`config.mk`:
```
export PLATFORM = sky130hd
export DESIGN_NAME = qpp_init_calc
export DESIGN_NICKNAME = d
export VERILOG_FILES = /design/src/rtl/qpp_init_calc_pkg.sv /design/src/rtl/qpp_init_calc_modmul.sv /design/src/rtl/qpp_init_calc.sv
export SDC_FILE = /design/constraint.sdc
export NUM_CORES = 2
export LEC_CHECK = 0
export BUFFER_PORTS_ARGS = -buffer_cell sky130_fd_sc_hd__buf_4
export CAP_MARGIN = 5
export CORE_ASPECT_RATIO = 0.6
export CORE_MARGIN = 4
export CORE_UTILIZATION = 30
export DETAILED_ROUTE_END_ITERATION = 10
export PLACE_DENSITY_LB_ADDON = 0.3
export SKIP_CTS_REPAIR_TIMING = 1
export SLEW_MARGIN = 10
export SYNTH_ARGS = -nofsm -noshare
export SYNTH_HDL_FRONTEND = slang
export SYNTH_SLANG_ARGS = --single-unit
```
`constraint.sdc`:
```
create_clock -name clk -period 27.6 [get_ports clk]
set_clock_uncertainty 0.05 [all_clocks]
set_input_delay 5.52 -clock clk [delete_from_list [all_inputs] [get_ports clk]]
set_output_delay 5.52 -clock clk [all_outputs]
set_load 0.005 [all_outputs]
```
`src/rtl/qpp_init_calc_pkg.sv`:
```
// qpp_init_calc_pkg
//   Shared definitions for the QPP interleaver start-state calculator.
//   - ADDR_W / MAX_DEC / Q_W sizing constants
//   - FSM state encoding
//   - decNum decode (legal decoder count -> log2 shift)
//   - modular add (single conditional subtract) and the R/Q split helper
package qpp_init_calc_pkg;

  localparam int ADDR_W  = 13;
  localparam int MAX_DEC = 8;
  localparam int Q_W     = 3;
  localparam int QV_W    = Q_W * MAX_DEC;

  typedef enum logic [2:0] {
    S_IDLE,
    S_SETUP,
    S_S2F2,
    S_MUL1,
    S_MUL2,
    S_SPLIT,
    S_DONE
  } state_t;

  typedef struct packed {
    logic       ok;
    logic [1:0] sh;
  } dec_t;

  typedef struct packed {
    logic [Q_W-1:0]    q;
    logic [ADDR_W-1:0] r;
  } split_t;

  // Only powers of two up to 8 are legal; they map to the M = K >> sh shift.
  function automatic dec_t dec_decode(input logic [3:0] d);
    dec_t o;
    o.ok = 1'b1;
    o.sh = 2'd0;
    case (d)
      4'd1:    o.sh = 2'd0;
      4'd2:    o.sh = 2'd1;
      4'd4:    o.sh = 2'd2;
      4'd8:    o.sh = 2'd3;
      default: o.ok = 1'b0;
    endcase
    return o;
  endfunction

  // (a + b) mod k, valid only when both operands are already < k.
  function automatic logic [ADDR_W-1:0] add_mod(input logic [ADDR_W-1:0] a,
                                                input logic [ADDR_W-1:0] b,
                                                input logic [ADDR_W-1:0] k);
    logic [ADDR_W:0] s;
    s = {1'b0, a} + {1'b0, b};
    if (s >= {1'b0, k})
      s = s - {1'b0, k};
    return s[ADDR_W-1:0];
  endfunction

  // Q = count of j in 1..7 with v >= j*M; R = v - Q*M. Multiples are built by
  // repeated addition; since they grow monotonically the last one passed is Q*M.
  function automatic split_t split_val(input logic [ADDR_W-1:0] v,
                                       input logic [ADDR_W-1:0] m);
    split_t          o;
    logic [ADDR_W+2:0] mult;
    logic [ADDR_W+2:0] qm;
    logic [ADDR_W+2:0] diff;
    mult = '0;
    qm   = '0;
    o.q  = '0;
    for (int j = 1; j < MAX_DEC; j++) begin
      mult = mult + {3'b000, m};
      if ({3'b000, v} >= mult) begin
        o.q = o.q + 3'd1;
        qm  = mult;
      end
    end
    diff = {3'b000, v} - qm;
    o.r  = diff[ADDR_W-1:0];
    return o;
  endfunction

endpackage

```
`src/rtl/qpp_init_calc_modmul.sv`:
```
// qpp_modmul_serial
//   Serial modular multiplier, result = (a * b) mod K, MSB-first
//   double-and-add, fixed ADDR_W-cycle latency.
//   Ports:
//     clk, reset  clock / asynchronous active-high reset
//     go          one-cycle start; the first step is performed in this cycle
//     a, b, K     operands (a, b < K); a and b are captured on go
//     result      accumulator; holds the product after the done cycle's edge
//     done        high in the cycle performing the final step
module qpp_modmul_serial
  import qpp_init_calc_pkg::*;
(
  input  logic              clk,
  input  logic              reset,
  input  logic              go,
  input  logic [ADDR_W-1:0] a,
  input  logic [ADDR_W-1:0] b,
  input  logic [ADDR_W-1:0] K,
  output logic [ADDR_W-1:0] result,
  output logic              done
);

  localparam int CNT_W = $clog2(ADDR_W + 1);
  localparam logic [CNT_W-1:0] LAST = CNT_W'(ADDR_W - 1);

  logic [ADDR_W-1:0] acc_reg, a_reg, b_reg;
  logic [CNT_W-1:0]  cnt_reg;
  logic              run_reg;

  logic              active;
  logic [ADDR_W-1:0] a_cur, b_cur, acc_cur, dbl, acc_next;
  logic [CNT_W-1:0]  idx;

  // On go the step works straight from the ports so no load cycle is lost.
  always_comb begin
    active   = go | run_reg;
    a_cur    = go ? a : a_reg;
    b_cur    = go ? b : b_reg;
    acc_cur  = go ? '0 : acc_reg;
    idx      = go ? '0 : cnt_reg;
    dbl      = add_mod(acc_cur, acc_cur, K);
    acc_next = b_cur[ADDR_W-1] ? add_mod(dbl, a_cur, K) : dbl;
    done     = active && (idx == LAST);
  end

  always_ff @(posedge clk or posedge reset) begin
    if (reset) begin
      acc_reg <= '0;
      a_reg   <= '0;
      b_reg   <= '0;
      cnt_reg <= '0;
      run_reg <= 1'b0;
    end else if (active) begin
      acc_reg <= acc_next;
      a_reg   <= a_cur;
      b_reg   <= b_cur << 1;
      cnt_reg <= idx + 1'b1;
      run_reg <= ~done;
    end
  end

  assign result = acc_reg;

endmodule

```
`src/rtl/qpp_init_calc.sv`:
```
// qpp_init_calc
//   Computes the starting QPP interleaver state (pi, g, 2f2, split into row R
//   and bank Q) for up to MAX_DEC parallel SISO decoders and announces it with
//   a one-cycle Init_flag.
//   Ports:
//     clk, reset                         clock / asynchronous active-high reset
//     start                              request, sampled only when idle
//     frameLen, decNum, f1, f2, startIdx K, decoder count, QPP coefs, x0
//     busy                               run in progress
//     cfg_err                            pulse: illegal decNum rejected
//     Init_flag                          pulse: results valid
//     blockSize, Req_A_Init              M and x0
//     Req_Rf_Init, Req_Qf_Init           pi(x0) mod M, per-decoder pi div M
//     Req_Rg_Init, Req_Qg_Init           g(x0) mod M, per-decoder g div M
//     Rf2, Qf2                           (2f2 mod K) split by M
module qpp_init_calc
  import qpp_init_calc_pkg::*;
(
  input  logic              clk,
  input  logic              reset,
  input  logic              start,
  input  logic [ADDR_W-1:0] frameLen,
  input  logic [3:0]        decNum,
  input  logic [ADDR_W-1:0] f1,
  input  logic [ADDR_W-1:0] f2,
  input  logic [ADDR_W-1:0] startIdx,
  output logic              busy,
  output logic              cfg_err,
  output logic              Init_flag,
  output logic [ADDR_W-1:0] blockSize,
  output logic [ADDR_W-1:0] Req_A_Init,
  output logic [ADDR_W-1:0] Req_Rf_Init,
  output logic [QV_W-1:0]   Req_Qf_Init,
  output logic [ADDR_W-1:0] Req_Rg_Init,
  output logic [QV_W-1:0]   Req_Qg_Init,
  output logic [ADDR_W-1:0] Rf2,
  output logic [Q_W-1:0]    Qf2
);

  state_t            state_reg;
  logic [ADDR_W-1:0] k_len_reg, f1_reg, f2_reg, m_reg, x_reg, t_reg;
  logic [3:0]        dec_reg;
  logic [1:0]        sh_reg;
  logic [2:0]        k_reg;
  logic              go_reg;

  dec_t              dec_info;
  logic [ADDR_W-1:0] mul_a, mul_result, g_val;
  logic              mul_done;
  split_t            sp_pi, sp_g, sp_f2;

  // MUL1 computes t = f2*x; MUL2 computes pi = ((f1 + t) mod K) * x. In the
  // first MUL2 cycle the multiplier still holds t, which the multiplier
  // captures together with the operand.
  always_comb begin
    dec_info = dec_decode(decNum);
    mul_a    = (state_reg == S_MUL1) ? f2_reg : add_mod(f1_reg, mul_result, k_len_reg);
    g_val    = add_mod(add_mod(add_mod(f1_reg, f2_reg, k_len_reg), t_reg, k_len_reg),
                       t_reg, k_len_reg);
    sp_pi    = split_val(mul_result, m_reg);
    sp_g     = split_val(g_val, m_reg);
    sp_f2    = split_val(add_mod(f2_reg, f2_reg, k_len_reg), m_reg);
  end

  qpp_modmul_serial u_mul (
    .clk    (clk),
    .reset  (reset),
    .go     (go_reg),
    .a      (mul_a),
    .b      (x_reg),
    .K      (k_len_reg),
    .result (mul_result),
    .done   (mul_done)
  );

  always_ff @(posedge clk or posedge reset) begin
    if (reset) begin
      state_reg   <= S_IDLE;
      k_len_reg   <= '0;
      f1_reg      <= '0;
      f2_reg      <= '0;
      m_reg       <= '0;
      x_reg       <= '0;
      t_reg       <= '0;
      dec_reg     <= '0;
      sh_reg      <= '0;
      k_reg       <= '0;
      go_reg      <= 1'b0;
      busy        <= 1'b0;
      cfg_err     <= 1'b0;
      Init_flag   <= 1'b0;
      blockSize   <= '0;
      Req_A_Init  <= '0;
      Req_Rf_Init <= '0;
      Req_Qf_Init <= '0;
      Req_Rg_Init <= '0;
      Req_Qg_Init <= '0;
      Rf2         <= '0;
      Qf2         <= '0;
    end else begin
      go_reg    <= 1'b0;
      cfg_err   <= 1'b0;
      Init_flag <= 1'b0;
      case (state_reg)
        S_IDLE: begin
          if (start) begin
            if (dec_info.ok) begin
              k_len_reg  <= frameLen;
              f1_reg     <= f1;
              f2_reg     <= f2;
              dec_reg    <= decNum;
              sh_reg     <= dec_info.sh;
              Req_A_Init <= startIdx;
              busy       <= 1'b1;
              state_reg  <= S_SETUP;
            end else begin
              cfg_err <= 1'b1;
            end
          end
        end
        S_SETUP: begin
          m_reg       <= k_len_reg >> sh_reg;
          blockSize   <= k_len_reg >> sh_reg;
          x_reg       <= Req_A_Init;
          k_reg       <= '0;
          Req_Qf_Init <= '0;
          Req_Qg_Init <= '0;
          state_reg   <= S_S2F2;
        end
        S_S2F2: begin
          Rf2       <= sp_f2.r;
          Qf2       <= sp_f2.q;
          go_reg    <= 1'b1;
          state_reg <= S_MUL1;
        end
        S_MUL1: begin
          if (mul_done) begin
            go_reg    <= 1'b1;
            state_reg <= S_MUL2;
          end
        end
        S_MUL2: begin
          if (go_reg)
            t_reg <= mul_result;
          if (mul_done)
            state_reg <= S_SPLIT;
        end
        S_SPLIT: begin
          Req_Qf_Init[k_reg*Q_W +: Q_W] <= sp_pi.q;
          Req_Qg_Init[k_reg*Q_W +: Q_W] <= sp_g.q;
          // R is identical for every decoder (contention-free QPP), keep k=0 only.
          if (k_reg == 3'd0) begin
            Req_Rf_Init <= sp_pi.r;
            Req_Rg_Init <= sp_g.r;
          end
          x_reg <= x_reg + m_reg;
          k_reg <= k_reg + 3'd1;
          if ({1'b0, k_reg} == dec_reg - 4'd1) begin
            state_reg <= S_DONE;
          end else begin
            go_reg    <= 1'b1;
            state_reg <= S_MUL1;
          end
        end
        S_DONE: begin
          Init_flag <= 1'b1;
          busy      <= 1'b0;
          state_reg <= S_IDLE;
        end
        default: state_reg <= S_IDLE;
      endcase
    end
  end

endmodule

```
; Word level (Yosys, flattened, before mapping)
; Cells that the tools add are included.
[op_classes]
n_lt_le_gt_ge = 28
reduce_logical = 11
eq_ne = 16
mux = 79
bitwise = 2
n_addsub = 46
shifts = 4
multipliers = 1
[ops]
columns = operator, n
row1 = $mux W13, 33
row2 = $ge A13 B16 Y1, 12
row3 = $sub A13 B13 Y13, 10
row4 = $add A13 B13 Y14, 8
row5 = $ge A14 B13 Y1, 7
row6 = $pmux W24 S2, 2
row7 = $mux W3, 23
row8 = $shiftx A3 B34 Y24, 2
row9 = $add A3 B1 Y3 const B, 19
row10 = $add A16 B13 Y16, 3
row11 = $bwmux W24, 2
row12 = $ge A13 B15 Y1, 3
row13 = $ge A13 B14 Y1, 3
row14 = $ge A13 B13 Y1, 3
row15 = $neg A5 Y34, 1
row16 = $shift A3 B34 Y24 const A, 1
row17 = $pmux W13 S2, 1
row18 = $pmux W3 S6, 1
row19 = $add A15 B13 Y16, 1
row20 = $add A14 B13 Y15, 1
row21 = $add A13 B13 Y13, 1
row22 = $shr A13 B2 Y13, 1
row23 = $mux W1, 12
row24 = $eq A3 B3 Y1 const B, 3
row25 = 26 further kinds, 34
[totals]
wordCells = 213
in_bits = 59
reg_bits = 240
output_inout_bits = 119

; Logic depth before layout (Yosys ltp)
[logic_depth]
word_depth = 26
mapped_depth = 96
depth_no_buf = 92

; Cells and area by module
; Synthesis repeated with hierarchy kept, for this count alone.
[hier_totals]
cells_unflattened = 3710
hier_area_um2 = 31136.1
[modules_own_cells]
columns = mod, area_each_um2, cells_per_inst, n_inst
row1 = qpp_init_calc, 26972.1, 3251, 1
row2 = qpp_modmul_serial, 4164.0, 459, 1

; Worst setup path before layout
; No wires, ideal clock.
[synth_path]
kind = register to register
from = reg f2_reg[0]
to = reg Req_Rg_Init[12]
stages_incl_launch_ff = 87
t_arrival_ns = 16.537
setup_slack_ns = 10.931
path_cell_list = dfrtp_1 -> ha_1 -> inv_1 -> fa_1 -> inv_1 -> a21oi_1 -> o21ai_0 -> a21o_1 -> a21o_1 -> xor2_1 -> ha_1 -> a21o_1 -> a221oi_1 -> nor2b_1 -> o21a_1 -> o21a_1 -> o21a_1 -> o31ai_1 -> [... 51 more ...] -> o22ai_1 -> a21oi_1 -> mux2i_1 -> o21ai_0 -> ha_1 -> nor2b_1 -> o21ai_0 -> a21boi_0 -> o21ai_0 -> nand2b_1 -> a21o_1 -> and4_1 -> a2111oi_0 -> o21bai_1 -> a21oi_1 -> xnor2_1 -> a211o_1 -> a31oi_1
[synth_via]
elab_chain_len = 18
elab_cells_between_ends = 27
[synth_rtl]
columns = element, line_no
row1 = from (decl), qpp_init_calc.sv:41  ; logic [ADDR_W-1:0] k_len_reg, f1_reg, f2_reg, m_reg, x_reg, t_reg;
row2 = from (signal assigned), qpp_init_calc.sv:81  ; f2_reg <= '0;
row3 = from (signal assigned), qpp_init_calc.sv:110  ; f2_reg <= f2;
row4 = $add A13 B13 Y14 *, qpp_init_calc_pkg.sv:54  ; s = {1'b0, a} + {1'b0, b};
row5 = $sub A13 B13 Y13 or $ge A14 B13 Y1 (tied branches), "qpp_init_calc_pkg.sv:56, qpp_init_calc_pkg.sv:55"
row6 = $mux W13 *, qpp_init_calc_pkg.sv:55  ; if (s >= {1'b0, k})
row7 = $add A13 B13 Y14 *, qpp_init_calc_pkg.sv:54
row8 = $sub A13 B13 Y13 or $ge A14 B13 Y1 (tied branches), "qpp_init_calc_pkg.sv:56, qpp_init_calc_pkg.sv:55"
row9 = $mux W13 *, qpp_init_calc_pkg.sv:55
row10 = $add A13 B13 Y14 *, qpp_init_calc_pkg.sv:54
row11 = $sub A13 B13 Y13 or $ge A14 B13 Y1 (tied branches), "qpp_init_calc_pkg.sv:56, qpp_init_calc_pkg.sv:55"
row12 = $mux W13 *, qpp_init_calc_pkg.sv:55
row13 = $ge A13 B13 Y1, qpp_init_calc_pkg.sv:73  ; if ({3'b000, v} >= mult) begin
row14 = $mux W13 (7 in a row), qpp_init_calc_pkg.sv:73
row15 = $sub A13 B13 Y13 *, qpp_init_calc_pkg.sv:78  ; diff = {3'b000, v} - qm;
row16 = to (signal assigned), qpp_init_calc.sv:154  ; Req_Rg_Init <= sp_g.r;
row17 = to (decl), qpp_init_calc.sv:34  ; output logic [ADDR_W-1:0] Req_Rg_Init,
; Every way passes the cells marked *; elsewhere a longest branch is shown, timed or not.
; A chain may end at the register's enable or synchronous reset.

; Worst setup path after layout
; Same ends and word-level chain as after synthesis.

==> results.txt <==
Share of synthesized flip-flops with an asynchronous set or reset: 100%
Vertical die dimension: 256 um
CP endpoint kind: register
Achievable Freq: 0.0480 GHz
Area inside the core boundary: 101000 um^2
Synthesized area divided by synthesized cell count: 8.50 um^2
Number of buffers inserted during clock tree synthesis: 28
CP Max Fanout: 24
Fraction of layout instances using a drive strength above 1: 13.4%
Number of H-tree levels: 1
Data arrival time at the worst-slack endpoint: 21310 ps
Category of the worst setup path launch point: register
Sum of negative setup slack: 0 ps
Number of antenna violations at the first check in global routing: 9
Port Buf Inserts: 177
Largest registers: Req_Qf_Init x24, Req_Qg_Init x24
Largest stage delay, worst path: 790 ps
Class of the tightest hold or removal check: reg2reg
Final clock period utilization by the worst path: 75.5%
Die ar.: 108000 um^2
Overall routing resource usage: 22.2%
Maximum number of pins on one net before global-route repair: 109
Standard cell with the maximum stage delay on the critical path: sky130_fd_sc_hd__nor2_1
Post-synthesis net count: 4254
IO Pins: 178
Area of the mapped netlist: 30800 um^2
Via count of the first global-routing pass: 27062
Routed via count: 28875
Reg clk slew, reported paths: 70 ps
Clock latency at the later pin of the worst-skew pair: 630 ps
Setup slack on the worst flop-to-flop path: 6770 ps
Unrepaired setup endpoints after global routing: false
Final routed wire length divided by cell count: 24.0 um
CP dominant cell by count: sky130_fd_sc_hd__o21a_1
Data required time at the worst endpoint: 28080 ps
Cell at the root of the clock tree: sky130_fd_sc_hd__clkbuf_16
Worst-case headroom to the max-slew limit: 20.2%
Final setup viols: 0
Remaining antenna violation count after routing: 0
Yosys top cell by area: sky130_fd_sc_hd__ha_1
Detailed Place HPWL: 98300 um
Least-Margin Pin Slew: 1200 ps
Post-route design area: 35100 um^2
Number of max-cap violations: 0
First-pass iteration count of the detailed router: 6
Final Wtd Congestion: 1.01
Final net count: 4440
Final min period: 20830 ps
Startpoint-to-endpoint class of the critical path: reg2reg
Share of the yosys chip area belonging to registers: 19.5%
Leftover overflow at the end of global routing: 0
CTS tree: built
DRC violations left: 0
Die width: 422 um
CTS Buffer Depth: 3
Unique cell type count in the Yosys netlist: 97
Clk sinks: 240
Post-synth EDFFs: 0
Largest cells by area after synthesis: sky130_fd_sc_hd__ha_1, sky130_fd_sc_hd__dfrtp_1, sky130_fd_sc_hd__mux2_2
Average via count per standard cell: 5.59
Post-place instance area: 34100 um^2
Initial core utilization: 30.5%
Pins Over Slew Limit: 0
Area grow syn2layout: 13.8%
Final hold vios: 0
Total Routed Length: 124000 um
Synthesized netlist cell count: 3627
Outcome: completed
Post-synthesis sequential element count: 240
Number of standard-cell rows in the floorplan: 90
Detailed router's first-iteration violation count: 3162
Ys Warns: 0
Dominant synthesized flop cell: sky130_fd_sc_hd__dfrtp_1
Share of the synthesized area in the top cell type: 22.2%
First-pass GRT wire length: 182000 um
==> worst max-delay path, delay by kind of cell, from the launching register on <==
kind / cells / cell delay [ps]
buffers and inverters: 8 / 1400
AO/OA/AOI/OAI: 45 / 9940
flip-flops: 1 / 470
adder cells (fa/ha/maj): 10 / 3010
AND/OR/NAND/NOR: 17 / 3570
multiplexers: 5 / 1580
XOR/XNOR: 4 / 710
==> cells in the mapped netlist, drive strengths merged (53+ instances only) <==
library cell,instances
ha,548
o21ai,335
nand2,298
a21oi,293
dfrtp,240
nor2,220
inv,213
xnor2,161
a21o,146
mux2,139
mux2i,82
xor2,79
clkbuf,78
nor2b,75
nand3,53
==> layout by cell type, fill, tap and decap left out, types with 18 or more instances in the layout <==
cell and count:
sky130_fd_sc_hd__nor3_1 49, sky130_fd_sc_hd__dfrtp_1 239, sky130_fd_sc_hd__o31ai_1 18, sky130_fd_sc_hd__a21o_1 146, sky130_fd_sc_hd__o22ai_1 21, sky130_fd_sc_hd__a21oi_1 286, sky130_fd_sc_hd__xor2_1 73, sky130_fd_sc_hd__o211ai_1 48
sky130_fd_sc_hd__o21a_1 49, sky130_fd_sc_hd__and3_1 21, sky130_fd_sc_hd__mux2_2 137, sky130_fd_sc_hd__o21ai_1 38, sky130_fd_sc_hd__nand3_1 52, sky130_fd_sc_hd__nor2_1 218, sky130_fd_sc_hd__mux2i_1 80, sky130_fd_sc_hd__inv_1 211
sky130_fd_sc_hd__buf_4 260, sky130_fd_sc_hd__fa_1 20, sky130_fd_sc_hd__o21bai_1 23, sky130_fd_sc_hd__nand4_1 33, sky130_fd_sc_hd__nand2b_1 46, sky130_fd_sc_hd__clkbuf_16 28, sky130_fd_sc_hd__o21ai_0 293, sky130_fd_sc_hd__nor2b_1 75
sky130_fd_sc_hd__a31oi_1 22, sky130_fd_sc_hd__xnor2_1 159, sky130_fd_sc_hd__a211oi_1 25, sky130_fd_sc_hd__ha_1 548, sky130_fd_sc_hd__nand2_1 297
==> cells by family after synthesis <==
kind of cell             count (synthesis)  synth area share (%)
AO/OA/AOI/OAI                         1159                  24.2
AND/OR/NAND/NOR                        870                  13.4
adder cells (fa/ha/maj)                568                  23.5
buffers and inverters                  320                  4.01
XOR/XNOR                               242                  7.13
flip-flops                             240                  19.5
multiplexers                           228                  8.29
==> metrics by stage <==
stage                     util (%)  instances  hold slack, ps  setup slack [ps]
final                         34.7       5169             432              6770
after global routing          34.7       5166             448              4960
after CTS                     34.7       5166             435              7210
after detailed placement      33.7       5117             419              7320
after global placement        33.7       5117             413              7610
after floorplan                  -       3627             404             10930
==> path summary, 6_finish.rpt <==
kind                                          endpoint  cells after the start                        from
max reg2reg                Req_Rg_Init[12]$_DFFE_PP0P_                     89       f2_reg[0]$_DFFE_PP0P_
min in group asynchronous  Req_Qg_Init[12]$_DFFE_PP0P_                      2                       reset
min                         Req_Rg_Init[5]$_DFFE_PP0P_                      2  Req_Rg_Init[5]$_DFFE_PP0P_
min reg2reg                 Req_Rg_Init[5]$_DFFE_PP0P_                      2  Req_Rg_Init[5]$_DFFE_PP0P_
max in group asynchronous   Req_Rf_Init[7]$_DFFE_PP0P_                      4                       reset
max                        Req_Rg_Init[12]$_DFFE_PP0P_                     89       f2_reg[0]$_DFFE_PP0P_
==> final cells by class <==
class	count	area [um^2]
clock inverter	11	166
multi-input combinational	3067	23700
timing repair buffer	261	1970
sequential	240	6010
antenna	3	7.51
inverter	215	815
tap	1334	1670
clock buffer	38	798
fill	10526	66100
==> metal layers <==
layer  vias up  part of all wire (%)  track usage (%)
met4        12                   1.5             2.83
met1     13667                    49             33.6
met2      1314                    35             27.5
met3       127                    14             11.0
li1      13755                     -                -
met5         -                  0.37             2.85
Power is not shown: default switching activity piles up to over one toggle a cycle in this logic, so the estimate is an artifact.
